`src/rtl/fetch_unit_pkg.sv`:
```
// Shared types and constants for the instruction fetch unit and its response buffer.
package fetch_unit_pkg;

   localparam int INSTR_W = 32;

   // FETCH: nothing outstanding; WAIT: one request in flight;
   // DROP: one request in flight whose response must be thrown away.
   typedef enum logic [1:0] {
      FETCH = 2'd0,
      WAIT  = 2'd1,
      DROP  = 2'd2
   } fetch_state_e;

endpackage

```
`src/rtl/fetch_buffer.sv`:
```
// Two-entry in-order buffer of fetched {pc, instruction} pairs; entry 0 is the head.
module fetch_buffer
   import fetch_unit_pkg::*;
#(
   parameter int PC_W = 9
) (
   input  logic               clk,
   input  logic               reset,
   input  logic               push,
   input  logic               pop,
   input  logic               clear,
   input  logic [PC_W-1:0]    push_pc,
   input  logic [INSTR_W-1:0] push_instr,
   output logic               head_valid,
   output logic [PC_W-1:0]    head_pc,
   output logic [INSTR_W-1:0] head_instr,
   output logic [1:0]         occupancy
);

   logic [1:0]         count;
   logic [PC_W-1:0]    e0_pc, e1_pc;
   logic [INSTR_W-1:0] e0_instr, e1_instr;
   logic               pop_en;

   assign pop_en     = pop && (count != 2'd0);
   assign head_valid = (count != 2'd0);
   assign head_pc    = e0_pc;
   assign head_instr = e0_instr;
   assign occupancy  = count;

   always_ff @(posedge clk or posedge reset) begin
      if (reset) begin
         count    <= 2'd0;
         e0_pc    <= '0;
         e1_pc    <= '0;
         e0_instr <= '0;
         e1_instr <= '0;
      end else if (clear) begin
         count <= 2'd0;
      end else if (push && pop_en) begin
         // Occupancy is unchanged; the new word lands behind whatever survives the pop.
         if (count == 2'd1) begin
            e0_pc    <= push_pc;
            e0_instr <= push_instr;
         end else begin
            e0_pc    <= e1_pc;
            e0_instr <= e1_instr;
            e1_pc    <= push_pc;
            e1_instr <= push_instr;
         end
      end else if (push) begin
         if (count == 2'd0) begin
            e0_pc    <= push_pc;
            e0_instr <= push_instr;
         end else begin
            e1_pc    <= push_pc;
            e1_instr <= push_instr;
         end
         count <= count + 2'd1;
      end else if (pop_en) begin
         e0_pc    <= e1_pc;
         e0_instr <= e1_instr;
         count    <= count - 2'd1;
      end
   end

endmodule

```
`src/rtl/fetch_unit.sv`:
```
// Instruction fetch: issues one outstanding memory request at a time, buffers
// returned words for decode, and squashes in-flight work on a branch redirect.
module fetch_unit
   import fetch_unit_pkg::*;
#(
   parameter int              PC_W     = 9,
   parameter logic [PC_W-1:0] RESET_PC = '0
) (
   input  logic               clk,
   input  logic               reset,
   input  logic               PcSel,
   input  logic [31:0]        BrPC,
   input  logic               stall,
   output logic               imem_req,
   output logic [PC_W-1:0]    imem_addr,
   input  logic               imem_ready,
   input  logic               imem_rvalid,
   input  logic [INSTR_W-1:0] imem_rdata,
   output logic               if_valid,
   output logic [PC_W-1:0]    if_pc,
   output logic [INSTR_W-1:0] if_instr,
   output logic               flush,
   output fetch_state_e       dbg_state
);

   // Handshakes: a request transfers on a cycle with imem_req && imem_ready;
   // its response is the single imem_rvalid strobe that follows. Decode takes
   // the head instruction on a cycle with if_valid && !stall.

   fetch_state_e    state;
   logic [PC_W-1:0] pc, req_pc, br_target;
   logic [1:0]      occupancy;
   logic            accept, push, pop;
   logic            unused_brpc;

   assign br_target   = {BrPC[PC_W-1:2], 2'b00};
   assign unused_brpc = ^{BrPC[31:PC_W], BrPC[1:0]};

   assign imem_req  = !reset && (state == FETCH) && (occupancy < 2'd2);
   assign imem_addr = pc;
   assign accept    = imem_req && imem_ready;
   assign push      = (state == WAIT) && imem_rvalid && !PcSel;
   assign pop       = if_valid && !stall;
   assign dbg_state = state;

   always_ff @(posedge clk or posedge reset) begin
      if (reset) begin
         state  <= FETCH;
         pc     <= RESET_PC;
         req_pc <= '0;
         flush  <= 1'b0;
      end else begin
         flush <= PcSel;
         if (PcSel)
            pc <= br_target;
         else if (accept)
            pc <= pc + PC_W'(4);
         if (accept)
            req_pc <= pc;
         case (state)
            // A request accepted alongside a redirect fetches the wrong path.
            FETCH: if (accept) state <= PcSel ? DROP : WAIT;
            WAIT: begin
               if (imem_rvalid)
                  state <= FETCH;
               else if (PcSel)
                  state <= DROP;
            end
            DROP:    if (imem_rvalid) state <= FETCH;
            default: state <= FETCH;
         endcase
      end
   end

   fetch_buffer #(.PC_W(PC_W)) u_buffer (
      .clk        (clk),
      .reset      (reset),
      .push       (push),
      .pop        (pop),
      .clear      (PcSel),
      .push_pc    (req_pc),
      .push_instr (imem_rdata),
      .head_valid (if_valid),
      .head_pc    (if_pc),
      .head_instr (if_instr),
      .occupancy  (occupancy)
   );

endmodule

```
`config.mk`:
```
export PLATFORM = sky130hd
export DESIGN_NAME = fetch_unit
export DESIGN_NICKNAME = d
export VERILOG_FILES = /design/src/rtl/fetch_unit_pkg.sv /design/src/rtl/fetch_buffer.sv /design/src/rtl/fetch_unit.sv
export SDC_FILE = /design/constraint.sdc
export NUM_CORES = 1
export LEC_CHECK = 0
export CORE_MARGIN = 2
export CORE_UTILIZATION = 48
export DETAILED_ROUTE_END_ITERATION = 7
export PLACE_DENSITY = 0.91
export SYNTH_ARGS = -nofsm -noshare
export SYNTH_HDL_FRONTEND = slang
export SYNTH_HIERARCHICAL = 1
export SYNTH_SLANG_ARGS = --single-unit
export TNS_END_PERCENT = 5
```
`constraint.sdc`:
```
create_clock -name clk -period 3.3 [get_ports clk]
set_input_delay 0.66 -clock clk [delete_from_list [all_inputs] [get_ports clk]]
set_output_delay 0.66 -clock clk [all_outputs]
set_load 0.005 [all_outputs]
```
==> summary.md, run 1 <==
| Metric | Value |
|---|---|
| Status | `completed` |
| Layout cells sized above 1 | `approximately 14%` |
| Core footprint | `just under 0.009 mm^2` |
| Clock tree from TritonCTS | `built` |
| Detailed-route vias per instance | `5.476` |
| Global-route wire length before repair | `between 15 and 20 mm` |
| Hold_buf cts | `0` |
| Detailed-route wire length per cell | `15.24 um` |
| Total wire length after detailed routing | `about 9.4 mm` |
| GP Congestion | `between 0.7 and 0.8` |
| Synthesis warning total | `6` |
| Leakage power | `~2.4 nW` |
| Max-slew violation total from the final report | `0` |
| Post-synthesis instance area | `around 0.0044 mm^2` |
| Kind of start point of the critical path | `input port` |
| Final setup viols | `0` |
| Netlist cell types | `33` |
| Most instantiated flip-flop cell in the synthesis netlist | `dfrtp_1` |
| Mean area per synthesized cell | `approximately 11 um^2` |
| Postcts setup bufs | `0` |
| Sum Neg Setup Slack | `0 ns` |
| Total half-perimeter wirelength after legalization and detailed placement | `6.265 mm` |
| Slew of the pin with the lowest slew margin | `0.6174 ns` |
| Share of the clock period used by the worst path | `between 90% and 100%` |
| Hold Crit Class | `register to register` |
| Worst hold-check slack | `~0.51 ns` |
| Number of rows created at floorplan | `34` |
| Achievable frequency | `about 0.33 GHz` |
| Power density normalized to cell area | `597.2 mW/mm^2` |
| Largest cells by area after synthesis | `dfrtp_1, mux2_2, nand2_1` |
| Clk_lat worst skew | `around 0.35 ns` |
| Die width | `roughly 99 um` |
| Total vias in the final route | `approximately 3.4k` |
| Worst clock skew | `around 0.013 ns` |
| Total Nets Final | `between 500 and 600` |
| Total GRT Usage | `between 10% and 20%` |
| Maximum root-to-sink buffer count | `2` |
| Number of buffers added by the clock tree synthesis step | `9` |
| Number of antenna violations at the first check in global routing | `0` |
| Buffers on Ports | `97` |
| Number of enable-type register cells in the synthesized netlist | `0` |
| Gr ovfl total | `0` |
| Master cell of the clock root buffer | `clkbuf_8` |
| Max-cap violation count | `0` |
| Worst-path clk slew | `~0.08 ns` |
| Final hold violations | `0` |
| Crit Path Max Fanout | `13` |
| Number of DRC markers in iteration 0 | `175` |
| Required @ worst endpoint | `about 2.6 ns` |
| Tightest slew margin relative to the limit | `58.79%` |
| Clock period minus worst slack | `around 3.1 ns` |
| Vias in the first global route | `between 3k and 4k` |
| Initial Util | `between 40 and 50%` |
| Deepest level of the CTS H-tree | `3` |
| Diode insertion count for antenna repair | `0` |
| Pin count of the biggest net entering global routing | `83` |
| Chip Height | `between 90 and 100 um` |
| DR DRC count | `0` |
| Worst setup path category | `input port to output port` |
| Cells after synthesis | `slightly above 400` |
| Layout overhead on the synthesized area | `29.48%` |
| Seq cells post-synth | `101` |
| Detailed-router iteration count before antenna repair | `4` |
| Maximum VDD drop | `0.2769 mV` |
| RSZ-0062 raised after global routing | `no` |
| Share of flip-flops with an asynchronous set or reset after synthesis | `100.0%` |
| Portion of the post-synthesis area used by sequential elements | `just under 60%` |
| Cell type contributing the most total cell area after synthesis | `dfrtp_1` |
| Area fraction of the dominant cell type after synthesis | `57.93%` |
| Sort of element at the end of the critical path | `output port` |
| Sink count of the clock tree | `slightly above 100` |
| Count of antenna-violating nets left after detailed routing | `0` |
| Post-cts resize count | `0` |
| Arrival time worst endpoint | `around 2.4 ns` |
| Die ar. | `0.009868 mm^2` |
| IO Count | `roughly 130` |
-- state kept, by name (all words and copies together) (netlist names) --
name / flops
dbg_state: 2
flush: 1
imem_addr: 7
req_pc: 7
u_buffer/e1_instr: 32
u_buffer/e1_pc: 9
u_buffer/head_instr: 32
u_buffer/head_pc: 9
u_buffer/occupancy: 2
-- cell families (layout without fill, tap and decap cells) --
| logic type | count (synthesis) | count (layout) | synth area share (%) |
|---|---|---|---|
| simple gates | 157 | 157 | 14.65 |
| flops | 101 | 101 | 57.93 |
| compound gates | 63 | 63 | 9.607 |
| mux | 47 | 47 | 12.13 |
| buf+inv | 36 | 127 | 4.043 |
| fa+ha+maj | 4 | 4 | 1.147 |
| xor+xnor | 2 | 2 | 0.4016 |
| other cells | 1 | 6 | 0.08595 |
-- worst paths after layout --
check	endpoint	depth (start not counted)	slack, ns	start
setup / recovery	imem_req	4	0.23	reset
hold / removal	u_buffer/e1_instr[13]	1	0.51	u_buffer/e1_instr[13]
setup reg to reg	u_buffer/head_instr[5]	9	0.91	u_buffer/occupancy[1]
hold reg to reg	u_buffer/e1_instr[13]	1	0.51	u_buffer/e1_instr[13]
max in group asynchronous	u_buffer/e1_instr[27]	3	1.87	reset
min in group asynchronous	u_buffer/head_instr[0]	2	0.76	reset
-- layout make-up --
| type | instances | area (um^2) |
|---|---|---|
| Clock buffer | 10 | 127.6 |
| Tap cell | 108 | 135.1 |
| Timing Repair Buffer | 104 | 1061 |
| Clock inverter | 4 | 75.07 |
| Fill cell | 660 | 3114 |
| Sequential cell | 101 | 2527 |
| Inverter | 9 | 35.03 |
| Multi-Input combinational cell | 279 | 1688 |
-- cell usage after synthesis, types with 2 or more instances --
| cell | n |
|---|---|
| dfrtp_1 | 101 |
| nand2_1 | 90 |
| nor2_1 | 48 |
| a31oi_1 | 47 |
| mux2_2 | 47 |
| buf_2 | 21 |
| inv_1 | 9 |
| o31ai_1 | 5 |
| ha_1 | 4 |
| nand3_1 | 4 |
| or4_1 | 4 |
| clkbuf_1 | 3 |
| nor2b_1 | 3 |
| o21ai_0 | 3 |
| buf_4 | 2 |
| nor3_1 | 2 |
| nor4_1 | 2 |
-- report_power, final --
part | internal, mW | total [mW] | switching, mW | leakage, nW
Combinational | 0.582 | 0.910 | 0.328 | 1.03
Clock | 0.420 | 0.814 | 0.394 | 0.0945
Sequential | 1.49 | 1.65 | 0.157 | 1.31
Total | 2.49 | 3.37 | 0.879 | 2.43
-- cells in the final DEF (no fill, tap or decap), drive strengths merged, types with 3 or more instances in the layout --
master	n
a31oi	47
buf	7
clkbuf	10
clkdlybuf4s50	97
conb	6
dfrtp	101
ha	4
inv	8
mux2	47
nand2	90
nand3	4
nor2	48
nor2b	3
o21ai	4
o31ai	5
or4	5
-- routing by layer --
layer / GRT usage, % / vias up / share of wire [%]
met1: 24.11 / 1655 / 42
met2: 33.94 / 117 / 51
met5: 0 / - / 0
met3: 3.935 / 15 / 5.6
li1: - / 1581 / -
met4: 7.165 / 0 / 1.8
-- stage by stage --
step	cells	setup WS (ns)	power, mW	util (%)	instance area, um^2
final	615	0.2267	3.374	64.46	5649
after CTS	615	0.2350	3.413	64.46	5649
after floorplan	416	0.4749	1.979	-	4382
after detailed placement	601	0.2386	2.594	62.15	5446
after global routing	615	0.1585	3.566	64.46	5649
after global placement	601	0.2815	2.540	62.15	5446
-- critical path, cell delays in order --
cell and delay, ns:
clkdlybuf4s50_1 0.47, or4_4 0.59, inv_1 0.17, clkdlybuf4s50_1 0.52
Note: power is estimated with default switching activity, not from simulation.
==> run 2, diff against run 1 <==
--- a/config.mk
+++ b/config.mk
@@ -8,6 +8,7 @@
 export CORE_MARGIN = 2
 export CORE_UTILIZATION = 48
 export DETAILED_ROUTE_END_ITERATION = 7
+export GPL_TIMING_DRIVEN = 0
 export PLACE_DENSITY = 0.91
 export SYNTH_ARGS = -nofsm -noshare
 export SYNTH_HDL_FRONTEND = slang
==> summary.md, run 2 (synthesis results as in run 1) <==
| Metric | Value |
|---|---|
| Most frequent cell on the critical path | `clkdlybuf4s50_1` |
| IO Count | `approximately 130` |
| Total wire length after detailed routing | `between 9 and 10 mm` |
| Master cell of the clock root buffer | `clkbuf_8` |
| Arrival time worst endpoint | `approximately 2.4 ns` |
| Deepest level of the CTS H-tree | `3` |
| Comb pwr share | `between 20% and 30%` |
| Worst setup path category | `input port to output port` |
| Layout overhead on the synthesized area | `30.63%` |
| Achievable frequency | `about 0.33 GHz` |
| Pin count of the biggest net entering global routing | `56` |
| Number of antenna violations at the first check in global routing | `0` |
| Number of inserted filler cells in the final layout | `679` |
| Postcts setup bufs | `0` |
| Clock tree from TritonCTS | `built` |
| Final setup viols | `0` |
| RSZ-0062 raised after global routing | `no` |
| Chip Height | `99.34 um` |
| Final hold violations | `0` |
| Tightest slew margin relative to the limit | `between 40% and 50%` |
| Most frequent cells in the layout | `dfrtp_1, clkdlybuf4s50_1, nand2_1` |
| Core footprint | `a little under 0.009 mm^2` |
| Required @ worst endpoint | `around 2.6 ns` |
| Total half-perimeter wirelength after legalization and detailed placement | `7.117 mm` |
| Maximum VDD drop | `between 0.2 and 0.3 mV` |
| GP Congestion | `slightly above 0.8` |
| Gr ovfl total | `0` |
| DR DRC count | `0` |
| Buffers on Ports | `96` |
| Sequential share of power | `between 40% and 50%` |
| Sort of element at the end of the critical path | `output port` |
| Portion of total power attributed to the clock network | `a little under a quarter` |
| Crit Path Max Fanout | `5` |
| Cell with the largest stage delay on the worst path | `or4_4` |
| Diode insertion count for antenna repair | `0` |
| Worst slack after detailed placement | `-0.03958 ns` |
| Switching Share | `between 20% and 30%` |
| Max-slew violation total from the final report | `0` |
| Max-cap violation count | `0` |
| Reg area | `~0.0025 mm^2` |
| Post-layout instance count excluding filler cells | `637` |
| Total vias in the final route | `3,399` |
| Maximum root-to-sink buffer count | `2` |
| Slew of the pin with the lowest slew margin | `roughly 0.83 ns` |
| Kind of start point of the critical path | `input port` |
| Total GRT Usage | `20.69%` |
| Post-layout worst setup margin | `roughly 0.24 ns` |
| Total Nets Final | `between 500 and 600` |
| Die width | `roughly 99 um` |
| Clk_lat worst skew | `0.35 ns` |
| Detailed-route wire length per cell | `15.36 um` |
| Power, Total | `about 3.3 mW` |
| Post-cts resize count | `0` |
| Slack of the worst reg-to-reg path | `about 0.95 ns` |
| Number of buffers added by the clock tree synthesis step | `9` |
| Layout cells sized above 1 | `about 17%` |
| Number of rows created at floorplan | `34` |
| Sink count of the clock tree | `101` |
| Share of the clock period used by the worst path | `between 90% and 100%` |
| Number of DRC markers in iteration 0 | `114` |
| Worst clock skew | `0.01171 ns` |
| Global-route wire length before repair | `approximately 17 mm` |
| Vias in the first global route | `about 3.6k` |
| Placed inst area | `roughly 0.0055 mm^2` |
| Multi-input gate area in the final layout | `0.001678 mm^2` |
| Pint | `2.433 mW` |
| Hold Crit Class | `register to register` |
| Cell-by-cell trace of the critical path | `clkdlybuf4s50_1, or4_4, inv_1, clkdlybuf4s50_1` |
| Sum Neg Setup Slack | `0 ns` |
| Status | `completed` |
| Detailed-router iteration count before antenna repair | `4` |
| Power density normalized to cell area | `a little under 600 mW/mm^2` |
| Worst-path clk slew | `~0.080 ns` |
| Leakage power | `roughly 2.5 nW` |
| Count of antenna-violating nets left after detailed routing | `0` |
| Clock period minus worst slack | `~3.1 ns` |
| Switching component of the power | `between 0.8 and 0.9 mW` |
| Die ar. | `0.009868 mm^2` |
| Detailed-route vias per instance | `approximately 5.3` |
| Hold_buf cts | `0` |
| Longest individual stage delay on the worst path | `0.55 ns` |
| Leading cell type in the layout, fill and taps excluded | `dfrtp_1` |
| Final instance area | `0.005699 mm^2` |
| DP Cell Count | `around 620` |
| Initial Util | `between 40% and 50%` |
-- run 2: area by class of cell --
cell class,instances,share of cell area [%]
Multi-Input combinational cell,279,29.44
Sequential cell,101,44.35
Buffer,27,2.503
Tap cell,108,2.371
Clock buffer,11,2.305
Inverter,9,0.6367
Timing Repair Buffer,97,17.34
Clock inverter,5,1.054
-- run 2: worst max-delay path: cells and delay by family --
family	cells	cell delay, ns
buffers and inverters	3	1.18
and+or+nand+nor	1	0.55
-- run 2: power groups by stage --
| stage | clock (mW) | combinational [mW] | sequential, mW |
|---|---|---|---|
| after detailed placement | 0 | 0.914 | 1.69 |
| after global placement | 0 | 0.876 | 1.67 |
| after global routing | 0.833 | 0.990 | 1.69 |
| after CTS | 0.787 | 0.918 | 1.66 |
| final | 0.760 | 0.907 | 1.66 |
| after floorplan | 0 | 0.307 | 1.67 |
-- run 2: path summary, 6_finish.rpt --
check | from | end | cells past startpoint
setup / recovery | reset | imem_req | 4
setup reg to reg | dbg_state[1] | u_buffer/head_instr[26] | 6
hold reg to reg | u_buffer/e1_instr[20] | u_buffer/e1_instr[20] | 1
min in group asynchronous | reset | u_buffer/e1_pc[3] | 2
hold / removal | u_buffer/e1_instr[20] | u_buffer/e1_instr[20] | 1
max in group asynchronous | reset | u_buffer/e1_instr[18] | 3
-- run 2: layer usage --
metal | vias up | wire, um | global-route usage, % | part of all wire, %
met5 | - | 0 | 0 | 0
met4 | 0 | 108 | 7.798 | 1.1
met3 | 11 | 461 | 4.006 | 4.7
met2 | 94 | 4913 | 35.08 | 50
met1 | 1665 | 4301 | 26.45 | 44
li1 | 1629 | - | - | -
-- run 2: metrics by stage --
stage          utilization [%]  hold slack, ns
2_1_floorplan                -          0.4792
3_3_place_gp             62.51          0.4857
3_5_place_dp             62.85          0.4925
4_1_cts                  65.03          0.5138
5_1_grt                  65.03          0.5224
6_report                 65.03          0.5102
==> run 3, diff against run 2 <==
--- a/config.mk
+++ b/config.mk
@@ -5,8 +5,9 @@
 export SDC_FILE = /design/constraint.sdc
 export NUM_CORES = 1
 export LEC_CHECK = 0
+export ABC_AREA = 1
 export CORE_MARGIN = 2
-export CORE_UTILIZATION = 48
+export CORE_UTILIZATION = 52
 export DETAILED_ROUTE_END_ITERATION = 7
 export GPL_TIMING_DRIVEN = 0
 export PLACE_DENSITY = 0.91
==> summary.md, run 3 <==
| Metric | Value |
|---|---|
| Diode insertion count for antenna repair | `0` |
| Total Nets Final | `~1.1k` |
| Detailed-route wire length per cell | `roughly 13 um` |
| Buffers on Ports | `just under 100` |
| Worst-path clk slew | `0.09 ns` |
| Total wire length after detailed routing | `about 15 mm` |
| IO Count | `around 130` |
| Number of stages on the worst hold path | `2` |
| Number of enable-type register cells in the synthesized netlist | `0` |
| Share of the clock period used by the worst path | `83.13%` |
| Initial Util | `between 50% and 60%` |
| Final instance area | `0.007219 mm^2` |
| Final setup viols | `0` |
| Portion of the post-synthesis area used by sequential elements | `between 40% and 50%` |
| Leakage power | `4.004 nW` |
| Post-synthesis instance area | `0.005836 mm^2` |
| Crit Path Max Fanout | `10` |
| Maximum root-to-sink buffer count | `2` |
| R2R Path Start | `u_buffer/occupancy[1]` |
| Die width | `between 100 and 150 um` |
| Most numerous cell in the Yosys netlist | `nand2_1` |
| Tightest slew margin relative to the limit | `between 50% and 60%` |
| Number of buffers added by the clock tree synthesis step | `9` |
| Clock tree from TritonCTS | `built` |
| Met3 Usage GRT | `between 4 and 5%` |
| Mean area per synthesized cell | `between 6 and 7 um^2` |
| Sort of element at the end of the critical path | `register` |
| Vias in the first global route | `around 5.6k` |
| Number of inserted filler cells in the final layout | `908` |
| Origin of the worst setup path | `PcSel` |
| Final hold violations | `0` |
| GP Congestion | `~0.84` |
| Worst Hold Launch | `u_buffer/head_instr[21]` |
| Seq cells post-synth | `between 100 and 150` |
| Worst hold-check slack | `0.4818 ns` |
| Global-route wire length before repair | `roughly 25 mm` |
| Deepest level of the CTS H-tree | `3` |
| Top Usage Layer GRT | `met2` |
| Synthesis warning total | `6` |
| Leading cell type in the layout, fill and taps excluded | `nand2_1` |
| Detailed-route vias per instance | `a little over 5` |
| Total vias in the final route | `between 5k and 6k` |
| Power density normalized to cell area | `461.9 mW/mm^2` |
| Largest cells by area after synthesis | `dfrtp_1, nand2_1, inv_1` |
| Post-cts resize count | `0` |
| Status | `completed` |
| Global routing met2 resource utilization | `42.42%` |
| Cells after synthesis | `885` |
| Most instantiated flip-flop cell in the synthesis netlist | `dfrtp_1` |
| Kind of start point of the critical path | `input port` |
| Maximum VDD drop | `between 0.2 and 0.3 mV` |
| Number of rows created at floorplan | `38` |
| Detailed-router iteration count before antenna repair | `5` |
| Postcts setup bufs | `0` |
| Achievable frequency | `0.3645 GHz` |
| Most frequent cells in the layout | `nand2_1, dfrtp_1, clkdlybuf4s50_1` |
| Layout cells sized above 1 | `approximately 7.3%` |
| Worst clock skew | `between 0.01 and 0.015 ns` |
| Share of flip-flops with an asynchronous set or reset after synthesis | `between 90% and 100%` |
| Arrival time worst endpoint | `between 3 and 4 ns` |
| Reg2Reg Depth | `11` |
| Die ar. | `between 0.01 and 0.015 mm^2` |
| Number of antenna violations at the first check in global routing | `0` |
| Layout overhead on the synthesized area | `23.71%` |
| Pin count of the biggest net entering global routing | `66` |
| Number of DRC markers in iteration 0 | `370` |
| Total GRT Usage | `approximately a quarter` |
| Sink count of the clock tree | `around 100` |
| Count of antenna-violating nets left after detailed routing | `0` |
| Area fraction of the dominant cell type after synthesis | `a little over two fifths` |
| Max-slew violation total from the final report | `0` |
| Total half-perimeter wirelength after legalization and detailed placement | `roughly 11 mm` |
| Core footprint | `0.01089 mm^2` |
| Max-cap violation count | `0` |
| Clock period minus worst slack | `2.743 ns` |
| DR DRC count | `0` |
| Slew of the pin with the lowest slew margin | `approximately 0.65 ns` |
| Commonest cells post-synth | `nand2_1, dfrtp_1, inv_1` |
| Clk_lat worst skew | `approximately 0.38 ns` |
| Hold Crit Class | `register to register` |
| Required @ worst endpoint | `3.57 ns` |
| Hold_buf cts | `0` |
| Met1 Track Usage GR | `about 34%` |
| Netlist cell types | `30` |
| Cell type contributing the most total cell area after synthesis | `dfrtp_1` |
| Worst setup path category | `input port to register` |
| Chip Height | `109.9 um` |
| Gr ovfl total | `0` |
| Placed inst area | `about 0.007 mm^2` |
| Master cell of the clock root buffer | `clkbuf_8` |
| RSZ-0062 raised after global routing | `no` |
[run 3: cell count changes in the layout (fill, tap and decap cells not counted), sizes merged, moves of 12 or more]
| cell | delta |
|---|---|
| nand3 | +26 |
| nand2 | +459 |
| mux2 | -47 |
| buf | +12 |
| a31oi | -47 |
| inv | +69 |
| nor2 | -40 |
| o21ai | +48 |
[run 3: final cells by class]
cell class | count | area (um^2) | area share, %
repair buffers | 98 | 998.5 | 13.83
multi-input cells | 663 | 2764 | 38.28
clock inverters | 6 | 65.06 | 0.9012
clock buffers | 9 | 123.9 | 1.716
inverters | 79 | 299.0 | 4.142
well taps | 140 | 175.2 | 2.426
flip-flops and latches | 101 | 2527 | 35.01
plain buffers | 47 | 266.5 | 3.692
[run 3: cells by family (layout without fill, tap and decap cells)]
| group | count (synthesis) | after routing | synth area share [%] |
|---|---|---|---|
| and+or+nand+nor | 592 | 592 | 39.75 |
| buffers and inverters | 126 | 239 | 9.648 |
| DFF | 101 | 101 | 43.31 |
| AOI/OAI and AO/OA | 59 | 59 | 6.067 |
| adders and majority gates | 4 | 4 | 0.8577 |
| xor gates and xnor gates | 2 | 2 | 0.3002 |
| other | 1 | 6 | 0.06426 |
[run 3: worst max-delay path, cell delays in order]
cell,delay (ns)
clkdlybuf4s50_1,0.63
buf_4,0.29
nor4_1,0.29
buf_4,0.23
clkbuf_1,0.46
nand2_1,0.11
nand2_1,0.08
nand2_1,0.05
nand3_1,0.14
nand2_1,0.06
[run 3: metal layers]
| layer | up-vias | part of all wire (%) |
|---|---|---|
| met1 | 2643 | 42 |
| li1 | 2881 | - |
| met4 | 0 | 2.8 |
| met3 | 37 | 8.0 |
| met5 | - | 0 |
| met2 | 272 | 48 |
[run 3: where the power goes]
part           switching (mW)  total [mW]  internal [mW]
logic                   0.552        1.01          0.454
clock network           0.426       0.772          0.346
registers               0.145        1.56           1.41
[run 3: final timing paths]
path | endpoint | slack (ns)
setup / recovery | u_buffer/head_pc[8] | 0.56
hold / removal | u_buffer/head_instr[21] | 0.48
setup reg to reg | u_buffer/head_instr[30] | 1.02
hold reg to reg | u_buffer/head_instr[21] | 0.48
max in group asynchronous | u_buffer/e1_pc[0] | 2.00
min in group asynchronous | u_buffer/head_pc[4] | 0.69
[run 3: metrics by stage]
step	setup slack, ns	power, mW	utilization (%)	cells	setup TNS, ns
6_report	0.5568	3.335	66.31	1143	0
5_1_grt	0.4579	3.571	66.31	1143	0
4_1_cts	0.6112	3.347	66.31	1143	0
3_5_place_dp	0.2153	2.573	64.57	1128	0
3_3_place_gp	-0.9447	2.530	64.30	1127	-79.01
2_1_floorplan	0.4749	2.182	-	890	0
